==> config.mk <==
export PLATFORM = sky130hd
export DESIGN_NAME = vga_sync_gen_flat
export DESIGN_NICKNAME = d
export VERILOG_FILES = /design/src/rtl/vga_timing_pkg.sv /design/src/rtl/vga_sync_gen_if.sv /design/src/rtl/vga_sync_gen_tick.sv /design/src/rtl/vga_sync_gen.sv /design/src/flat_wrapper.sv
export SDC_FILE = /design/constraint.sdc
export NUM_CORES = 1
export LEC_CHECK = 0
export CAP_MARGIN = 30
export CORE_MARGIN = 2
export CORE_UTILIZATION = 51
export CTS_CLUSTER_SIZE = 12
export DETAILED_ROUTE_END_ITERATION = 16
export PLACE_DENSITY = 0.89
export SYNTH_ARGS = -nofsm -noshare
export SYNTH_HDL_FRONTEND = slang
export SYNTH_SLANG_ARGS = --single-unit
export TNS_END_PERCENT = 10
==> constraint.sdc <==
create_clock -name clk -period 3.65 [get_ports clk]
set_input_delay 0.365 -clock clk [delete_from_list [all_inputs] [get_ports clk]]
set_output_delay 0.365 -clock clk [all_outputs]
set_load 0.03 [all_outputs]
==> src/rtl/vga_timing_pkg.sv <==
// Shared 640x480@60 Hz timing constants, coordinate type and colour constants.
// Imported by the sync generator and by the downstream colour stage so both
// agree on the porch-offset coordinate space (visible area 144..783 x 35..514).
package vga_timing_pkg;

    localparam int COORD_W = 10;
    typedef logic [COORD_W-1:0] coord_t;

    localparam int H_TOTAL     = 800;
    localparam int H_SYNC      = 96;
    localparam int H_VIS_START = 144;
    localparam int H_VIS_END   = 783;

    localparam int V_TOTAL     = 525;
    localparam int V_SYNC      = 2;
    localparam int V_VIS_START = 35;
    localparam int V_VIS_END   = 514;

    localparam int RGB_W = 12;
    typedef logic [RGB_W-1:0] rgb_t;

    localparam rgb_t BLACK = 12'h000;
    localparam rgb_t WHITE = 12'hFFF;
    localparam rgb_t GREEN = 12'h0F0;

    // Registered sync/visible decodes that travel together with the counters.
    typedef struct packed {
        logic h_sync;
        logic v_sync;
        logic bright;
    } sync_decode_t;

    // Inclusive range test on a coordinate.
    function automatic logic in_span(input coord_t value, input coord_t lo, input coord_t hi);
        return (value >= lo) && (value <= hi);
    endfunction

endpackage

==> src/rtl/vga_sync_gen_if.sv <==
// Timing bundle from the sync generator to the pixel/colour logic and VGA pins.
// The generator drives through master; consumers read through slave.
interface vga_sync_gen_if;
    import vga_timing_pkg::*;

    logic   pix_en;
    coord_t hCount;
    coord_t vCount;
    logic   hSync;
    logic   vSync;
    logic   bright;
    logic   line_end;
    logic   frame_end;

    modport master (
        output pix_en,
        output hCount,
        output vCount,
        output hSync,
        output vSync,
        output bright,
        output line_end,
        output frame_end
    );

    modport slave (
        input pix_en,
        input hCount,
        input vCount,
        input hSync,
        input vSync,
        input bright,
        input line_end,
        input frame_end
    );

endinterface

==> src/rtl/vga_sync_gen_tick.sv <==
// Pixel-rate enable generator: divides the system clock by CLK_DIV.
// CLK_DIV is legal from 1 to 16; with CLK_DIV=1 the enable is constantly high.
module pixel_tick_gen #(
    parameter int CLK_DIV = 4
) (
    input  logic clk,
    input  logic rst,
    output logic pix_en
);

    localparam int DIV_W = 4;
    localparam logic [DIV_W-1:0] DIV_LAST = DIV_W'(CLK_DIV - 1);

    logic [DIV_W-1:0] div;

    // Phase counter within the current pixel; wraps after the last clock of the pixel.
    always_ff @(posedge clk) begin
        if (rst) begin
            div <= '0;
        end else if (div == DIV_LAST) begin
            div <= '0;
        end else begin
            div <= div + 1'b1;
        end
    end

    assign pix_en = (div == DIV_LAST);

endmodule

==> src/rtl/vga_sync_gen.sv <==
// VGA timing generator: pixel enable, h/v counters, sync pulses, visible flag
// and line/frame end strobes. Sync and bright are registered from the next
// counter values so they line up with the counters presented on the same cycle.
module vga_sync_gen #(
    parameter int CLK_DIV     = 4,
    parameter int H_TOTAL     = vga_timing_pkg::H_TOTAL,
    parameter int H_SYNC      = vga_timing_pkg::H_SYNC,
    parameter int H_VIS_START = vga_timing_pkg::H_VIS_START,
    parameter int H_VIS_END   = vga_timing_pkg::H_VIS_END,
    parameter int V_TOTAL     = vga_timing_pkg::V_TOTAL,
    parameter int V_SYNC      = vga_timing_pkg::V_SYNC,
    parameter int V_VIS_START = vga_timing_pkg::V_VIS_START,
    parameter int V_VIS_END   = vga_timing_pkg::V_VIS_END
) (
    input  logic           clk,
    input  logic           rst,
    vga_sync_gen_if.master vga
);

    import vga_timing_pkg::*;

    localparam coord_t H_LAST   = coord_t'(H_TOTAL - 1);
    localparam coord_t V_LAST   = coord_t'(V_TOTAL - 1);
    localparam coord_t H_SYNC_W = coord_t'(H_SYNC);
    localparam coord_t V_SYNC_W = coord_t'(V_SYNC);
    localparam coord_t H_VIS_LO = coord_t'(H_VIS_START);
    localparam coord_t H_VIS_HI = coord_t'(H_VIS_END);
    localparam coord_t V_VIS_LO = coord_t'(V_VIS_START);
    localparam coord_t V_VIS_HI = coord_t'(V_VIS_END);

    logic         pix_en;
    coord_t       h_q;
    coord_t       v_q;
    coord_t       h_next;
    coord_t       v_next;
    logic         last_pix;
    logic         last_line;
    sync_decode_t dec_next;
    sync_decode_t dec_q;

    pixel_tick_gen #(
        .CLK_DIV(CLK_DIV)
    ) u_tick (
        .clk    (clk),
        .rst    (rst),
        .pix_en (pix_en)
    );

    assign last_pix  = (h_q == H_LAST);
    assign last_line = (v_q == V_LAST);

    // Upcoming coordinates: step once per pixel tick, wrapping the line and then the frame.
    always_comb begin
        h_next = h_q;
        v_next = v_q;
        if (pix_en) begin
            if (last_pix) begin
                h_next = '0;
                v_next = last_line ? '0 : v_q + 1'b1;
            end else begin
                h_next = h_q + 1'b1;
            end
        end
    end

    // Sync and visible decodes taken from the upcoming coordinates, so no lag behind the counters.
    always_comb begin
        dec_next        = '0;
        dec_next.h_sync = !(h_next < H_SYNC_W);
        dec_next.v_sync = !(v_next < V_SYNC_W);
        dec_next.bright = in_span(h_next, H_VIS_LO, H_VIS_HI) &&
                          in_span(v_next, V_VIS_LO, V_VIS_HI);
    end

    // Counter and decode registers; reset returns to the top-left corner with both syncs asserted.
    always_ff @(posedge clk) begin
        if (rst) begin
            h_q   <= '0;
            v_q   <= '0;
            dec_q <= '0;
        end else begin
            h_q   <= h_next;
            v_q   <= v_next;
            dec_q <= dec_next;
        end
    end

    assign vga.pix_en    = pix_en;
    assign vga.hCount    = h_q;
    assign vga.vCount    = v_q;
    assign vga.hSync     = dec_q.h_sync;
    assign vga.vSync     = dec_q.v_sync;
    assign vga.bright    = dec_q.bright;
    assign vga.line_end  = pix_en && last_pix;
    assign vga.frame_end = pix_en && last_pix && last_line;

endmodule

==> src/flat_wrapper.sv <==
// flat-port wrapper written by rule: the top's interface ports become plain ports
module vga_sync_gen_flat import vga_timing_pkg::*;
#(
    parameter int CLK_DIV     = 4,
    parameter int H_TOTAL     = vga_timing_pkg::H_TOTAL,
    parameter int H_SYNC      = vga_timing_pkg::H_SYNC,
    parameter int H_VIS_START = vga_timing_pkg::H_VIS_START,
    parameter int H_VIS_END   = vga_timing_pkg::H_VIS_END,
    parameter int V_TOTAL     = vga_timing_pkg::V_TOTAL,
    parameter int V_SYNC      = vga_timing_pkg::V_SYNC,
    parameter int V_VIS_START = vga_timing_pkg::V_VIS_START,
    parameter int V_VIS_END   = vga_timing_pkg::V_VIS_END
)
  (clk, rst, vga_pix_en, vga_hCount, vga_vCount, vga_hSync, vga_vSync, vga_bright, vga_line_end, vga_frame_end);
  vga_sync_gen_if vga_i ();
  input  logic clk;
  input  logic rst;
  output wire logic [$bits(vga_i.pix_en)-1:0] vga_pix_en;
  output wire logic [$bits(vga_i.hCount)-1:0] vga_hCount;
  output wire logic [$bits(vga_i.vCount)-1:0] vga_vCount;
  output wire logic [$bits(vga_i.hSync)-1:0] vga_hSync;
  output wire logic [$bits(vga_i.vSync)-1:0] vga_vSync;
  output wire logic [$bits(vga_i.bright)-1:0] vga_bright;
  output wire logic [$bits(vga_i.line_end)-1:0] vga_line_end;
  output wire logic [$bits(vga_i.frame_end)-1:0] vga_frame_end;
  assign vga_pix_en = vga_i.pix_en;
  assign vga_hCount = vga_i.hCount;
  assign vga_vCount = vga_i.vCount;
  assign vga_hSync = vga_i.hSync;
  assign vga_vSync = vga_i.vSync;
  assign vga_bright = vga_i.bright;
  assign vga_line_end = vga_i.line_end;
  assign vga_frame_end = vga_i.frame_end;
  vga_sync_gen #(.CLK_DIV(CLK_DIV), .H_TOTAL(H_TOTAL), .H_SYNC(H_SYNC), .H_VIS_START(H_VIS_START), .H_VIS_END(H_VIS_END), .V_TOTAL(V_TOTAL), .V_SYNC(V_SYNC), .V_VIS_START(V_VIS_START), .V_VIS_END(V_VIS_END)) u_core (.clk(clk), .rst(rst), .vga(vga_i));
endmodule
==> results_dict.tcl, run 1 <==
set metrics [dict create \
    clock_skew_ns 0.00865 \
    grt_usage 0.201 \
    slew_viol_final 0 \
    grt.overflow.total 0 \
    clk_latency_ns 0.33 \
    pin_count 28 \
    nNetsFinal 211 \
    std_cell_rows 19 \
    clockBufferDepth 2 \
    p_per_area_nw_per_um2 267 \
    synth.ff_latch_count 27 \
    rsz0062_at_grt "no" \
    yosysTopAreaCellShare 0.368 \
    ys_types 41 \
    synthesis.nets 186 \
    grt_pass1_vias 1258 \
    coreArea_sq_um 2760 \
    crit_slowest_cell "or4_4" \
    setup_violations 0 \
    numCtsBuffers 3 \
    ys_seq_area_frac 0.368 \
    final-hold-violation-count 0 \
    dpl_cell_area_sq_um 1740 \
    vias_per_cell 5.87 \
    path_class "reg -> out" \
    synth_most_common_cell "dfxtp_1" \
    grt_max_degree 23 \
    slew_headroom 0.462 \
    drive_above_1_share 0.0637 \
    p_leak_nw 0.621 \
    max_stage_delay_ns 0.70 \
    avgRoutedWirePerCell_microns 13.6 \
    crit_arrival_ns 2.94 \
    cts_hold_buf 0 \
    synthTopCellsByCount "dfxtp_1, nor2_1, nand2_1" \
    areaGrowthSynthToFinish_pct 20.0 \
    dr_total_vias 1380 \
    synthArstFlopShare 0 \
    min_period_over_period 0.904 \
    outcome "complete, no violations" \
    worst_pin_slew_ns 0.805 \
    cp-end-kind "output pin" \
    cap_violations 0 \
    yosysWarnings 0 \
    peakVddDrop_mv 0.253 \
    synth_area_sq_um 1470 \
    die_w_microns 57.7 \
    synthFlopType "dfxtp_1" \
    max_freq_ghz 0.303 \
    hold_path_class "reg -> reg" \
    cts.sinks 27 \
    yosys.area.top_type "dfxtp_1" \
    finalPower_mw 0.472 \
    diodes 0 \
    place_hpwl_mm 2.29 \
    finalInstanceArea_sq_um 1760 \
    fin_util 0.640 \
    io_buffer_count 27 \
    tritoncts "built" \
    syn-instance-count 180 \
    path_cells "ha_1 -> or3b_1 -> or4_4 -> nor2_1 -> clkdlybuf4s50_1" \
    setup_tns_ns 0 \
    htree_levels 1 \
    gp_congestion 0.846 \
    wl_mm 3.19 \
    die_area_sq_um 3330 \
    cts.clk_slew.worst_paths_ns 0.13 \
    r2r_start "u_core.u_tick.div[0]" \
    cts_root_buf "clkbuf_4" \
    synth_top_cells_by_area "dfxtp_1, nor2_1, nor3_1, xnor2_1, nand2_1" \
    grt_antenna_before_repair 0 \
    crit_fanout 16 \
    post-cts-setup-buffer-count 0 \
    synth-edff-count 0 \
    startpoint_type "flip-flop" \
    crit_start "u_core.u_tick.div[0]" \
    cp_data_required_time_ns 3.28 \
    initial_core_util 0.533 \
    chipHeight_microns 57.7 \
    drt_first_pass_iters 5 \
    fin_crit_ns 3.30 \
    ctsResizeCount 0 \
    drc_errors 0 \
    ant_nets 0 \
    min_from "u_core.u_tick.div[0]" \
    avgSynthCellArea_sq_um 8.17 \
    dr.first_iter.drc_count 45 \
    grt_pass1_wl_mm 5.35 \
]
layout by cell type (no fill, tap or decap), drive strengths merged, types with 2 or more instances in the layout:
master,n
a21oi,9
a31oi,7
and2,4
and3,4
and4,2
clkbuf,4
clkdlybuf4s50,27
dfxtp,27
ha,4
inv,8
nand2,15
nand2b,3
nand3,9
nand4,4
nor2,22
nor3,14
o21a,3
o21ai,3
or2,3
or3,3
or3b,2
xnor2,7
xor2,5
worst max-delay path: cells and delay by family (launching register included):
family / cells / cell delay (ns)
buf+inv: 1 / 0.70
flops: 1 / 0.37
fa+ha+maj: 1 / 0.18
simple gates: 3 / 1.36
sequential cells by signal, indices dropped and copies added, names as in the netlist:
register,count
u_core.vga.bright,1
u_core.vga.vCount,10
u_core.u_tick.div,4
u_core.vga.hSync,1
u_core.vga.vSync,1
u_core.vga.hCount,10
cells by family (layout without fill, tap and decap cells):
group	after synthesis	count (layout)	synth area share
adders and majority gates	4	4	0.0340
AOI/OAI and AO/OA	28	28	0.124
muxes	1	1	0.00766
and+or+nand+nor	93	93	0.346
buffers and inverters	15	39	0.0485
DFF	27	27	0.368
xor gates and xnor gates	12	12	0.0715
where the power goes:
group	internal (mW)	leakage, nW	switching [mW]
combinational	0.0145	0.388	0.0225
sequential	0.301	0.218	0.00524
clock	0.0429	0.0150	0.0859
total	0.358	0.621	0.114
path summary, 6_finish.rpt:
check,depth (start not counted),endpoint,slack (ns)
max reg2reg,8,u_core.vga.bright,0.69
max,5,vga_frame_end,0.35
min reg2reg,1,u_core.u_tick.div[0],0.47
min,1,u_core.u_tick.div[0],0.47
stage by stage:
| stage | worst slack (ns) | hold slack (ns) | std cells |
|---|---|---|---|
| 6_report | 0.350 | 0.467 | 235 |
| 3_5_place_dp | 0.722 | 0.450 | 231 |
| 5_1_grt | 0.226 | 0.501 | 235 |
| 3_3_place_gp | 0.757 | 0.442 | 231 |
| 2_1_floorplan | 0.864 | 0.433 | 180 |
| 4_1_cts | 0.327 | 0.469 | 235 |
metal layers:
layer  wire length [microns]  vias to the layer above  GRT usage
met5                       0                        -          0
met4                      76                        0     0.0997
met3                     182                        9     0.0268
met2                    1440                       63      0.325
met1                    1490                      616      0.264
li1                        -                      692          -
cell type report:
class	instances	area (sq um)
fillers	217	993
inverters	8	30.0
well taps	31	38.8
multi-input cells	138	858
clock buffers	4	26.3
repair buffers	27	270
flip-flops and latches	27	541
No activity file was read; power rests on OpenSTA's default activity.
==> run 2: changes to the inputs <==
CELL_PAD_IN_SITES_DETAIL_PLACEMENT = 0   (was unset)
CELL_PAD_IN_SITES_GLOBAL_PLACEMENT = 1   (was unset)
CORE_UTILIZATION = 38   (was 51)
==> run 2 against run 1 <==
- maximum frequency is 1.6% higher
- hold slack better by 0.0083 ns
- largest cell class unchanged
- largest power group unchanged
- clock power rose by 36%
- count of clock-buffer cells in the layout is the same
- worst setup slack better by 0.051 ns
- via count fell by 2.9%
- sequential power barely moved
- register-to-register slack improved by 0.05 ns
- non-clock buffer count stayed put
- clock skew shrank 0.0032 ns
==> results_dict.tcl, run 2 (synthesis gave the netlist of run 1 again) <==
set metrics [dict create \
    outcome "complete, no violations" \
    seq_area_sq_um 541 \
    startpoint_type "flip-flop" \
    holdWs_ns 0.476 \
    cts.sinks 27 \
    dp_slack_ns 0.720 \
    crit_arrival_ns 2.88 \
    multiInputGateArea_sq_um 858 \
    fin_crit_ns 3.25 \
    ctsResizeCount 0 \
    slew_headroom 0.437 \
    dpl_cell_area_sq_um 1760 \
    drc_errors 0 \
    ant_nets 0 \
    grt_max_degree 23 \
    io_buffer_count 27 \
    reg2reg_to "u_core.vga.bright" \
    std_cell_rows 22 \
    clk_latency_ns 0.28 \
    nFillCells 379 \
    cap_violations 0 \
    finalInstanceArea_sq_um 1800 \
    drt_first_pass_iters 4 \
    path_class "reg -> out" \
    path_cells "ha_1 -> or3b_1 -> or4_4 -> inv_2 -> clkdlybuf4s50_1" \
    slew_viol_final 0 \
    max_stage_delay_ns 0.71 \
    numCtsBuffers 3 \
    die_area_sq_um 4380 \
    dr.first_iter.drc_count 65 \
    crit_slowest_cell "or4_4" \
    die_w_microns 66.2 \
    cp-end-kind "output pin" \
    cts.clk_slew.worst_paths_ns 0.10 \
    vias_per_cell 5.32 \
    crit_buf_inv 2 \
    hold_path_class "reg -> reg" \
    pin_count 28 \
    grt.overflow.total 0 \
    fin_cells 252 \
    clkPwrFrac 0.338 \
    grt_usage 0.165 \
    cp_data_required_time_ns 3.28 \
    dr_total_vias 1340 \
    avgRoutedWirePerCell_microns 13.5 \
    hold_end "u_core.u_tick.div[0]" \
    min_from "u_core.u_tick.div[0]" \
    clockBufferDepth 2 \
    seq_power_share 0.591 \
    wl_mm 3.39 \
    peakVddDrop_mv 0.200 \
    htree_levels 1 \
    worst_pin_slew_ns 0.841 \
    post-cts-setup-buffer-count 0 \
    finalPower_mw 0.518 \
    grt_pass1_vias 1183 \
    initial_core_util 0.399 \
    drive_above_1_share 0.0637 \
    tritoncts "built" \
    diodes 0 \
    fin_util 0.489 \
    critPathTopFamily "simple AND/OR/NAND/NOR gates" \
    met2_length_mm 1.55 \
    setup_ws_ns 0.401 \
    max_freq_ghz 0.308 \
    placed_cells 248 \
    p_per_area_nw_per_um2 287 \
    met3_length_microns 174 \
    hold_path_depth 1 \
    nNetsFinal 211 \
    cts_root_buf "clkbuf_8" \
    topRoutingLayerUsed "met4" \
    final-hold-violation-count 0 \
    p_int_mw 0.393 \
    clock_skew_ns 0.00546 \
    crit_fanout 16 \
    gp_congestion 0.794 \
    setup_tns_ns 0 \
    coreArea_sq_um 3690 \
    switching_share 0.240 \
    final_cell_mix "clkdlybuf4s50_1, dfxtp_1, nor2_1, nand2_1, nor3_1" \
    p_leak_nw 0.629 \
    p_sw_mw 0.124 \
    power_frac_comb 0.072 \
    rsz0062_at_grt "no" \
    place_hpwl_mm 2.41 \
    grt_pass1_wl_mm 5.61 \
    setup_violations 0 \
    crit_start "u_core.u_tick.div[0]" \
    reg2regPathDepth 8 \
    grt_antenna_before_repair 0 \
    chipHeight_microns 66.2 \
    min_period_over_period 0.890 \
    cts_hold_buf 0 \
    r2r_start "u_core.u_tick.div[0]" \
    r2r_setup_slack_ns 0.74 \
    wl_met1_mm 1.63 \
    areaGrowthSynthToFinish_pct 22.7 \
]
[run 2: cell counts in the layout (fill, tap and decap cells not counted)]
Identical to the previous run, type by type.
[run 2: how the worst max path moves through the flow]
stage | to | slack, ns | depth (start not counted)
global route | vga_line_end | 0.28 | 5
global placement | vga_line_end | 0.76 | 5
finish | vga_line_end | 0.40 | 5
CTS | vga_line_end | 0.40 | 5
floorplan | u_core.vga.bright | 0.86 | 8
detailed placement | vga_line_end | 0.72 | 5
[run 2: power groups by stage]
stage	clock [mW]	sequential, mW	combinational (mW)
3_5_place_dp	0	0.313	0.0374
6_report	0.175	0.306	0.0371
5_1_grt	0.188	0.307	0.0409
2_1_floorplan	0	0.317	0.0203
3_3_place_gp	0	0.312	0.0370
4_1_cts	0.180	0.306	0.0376
[run 2: cell type report]
class	count	share of cell area
clock buffer	4	0.0250
inverter	8	0.0166
multi-input combinational	138	0.476
sequential	27	0.300
tap	48	0.0333
timing repair buffer	27	0.150
[run 2: per-layer routing]
layer,vias up,global-route usage
li1,686,-
met1,618,0.222
met2,32,0.258
met3,4,0.0392
met4,0,0.0561
met5,-,0
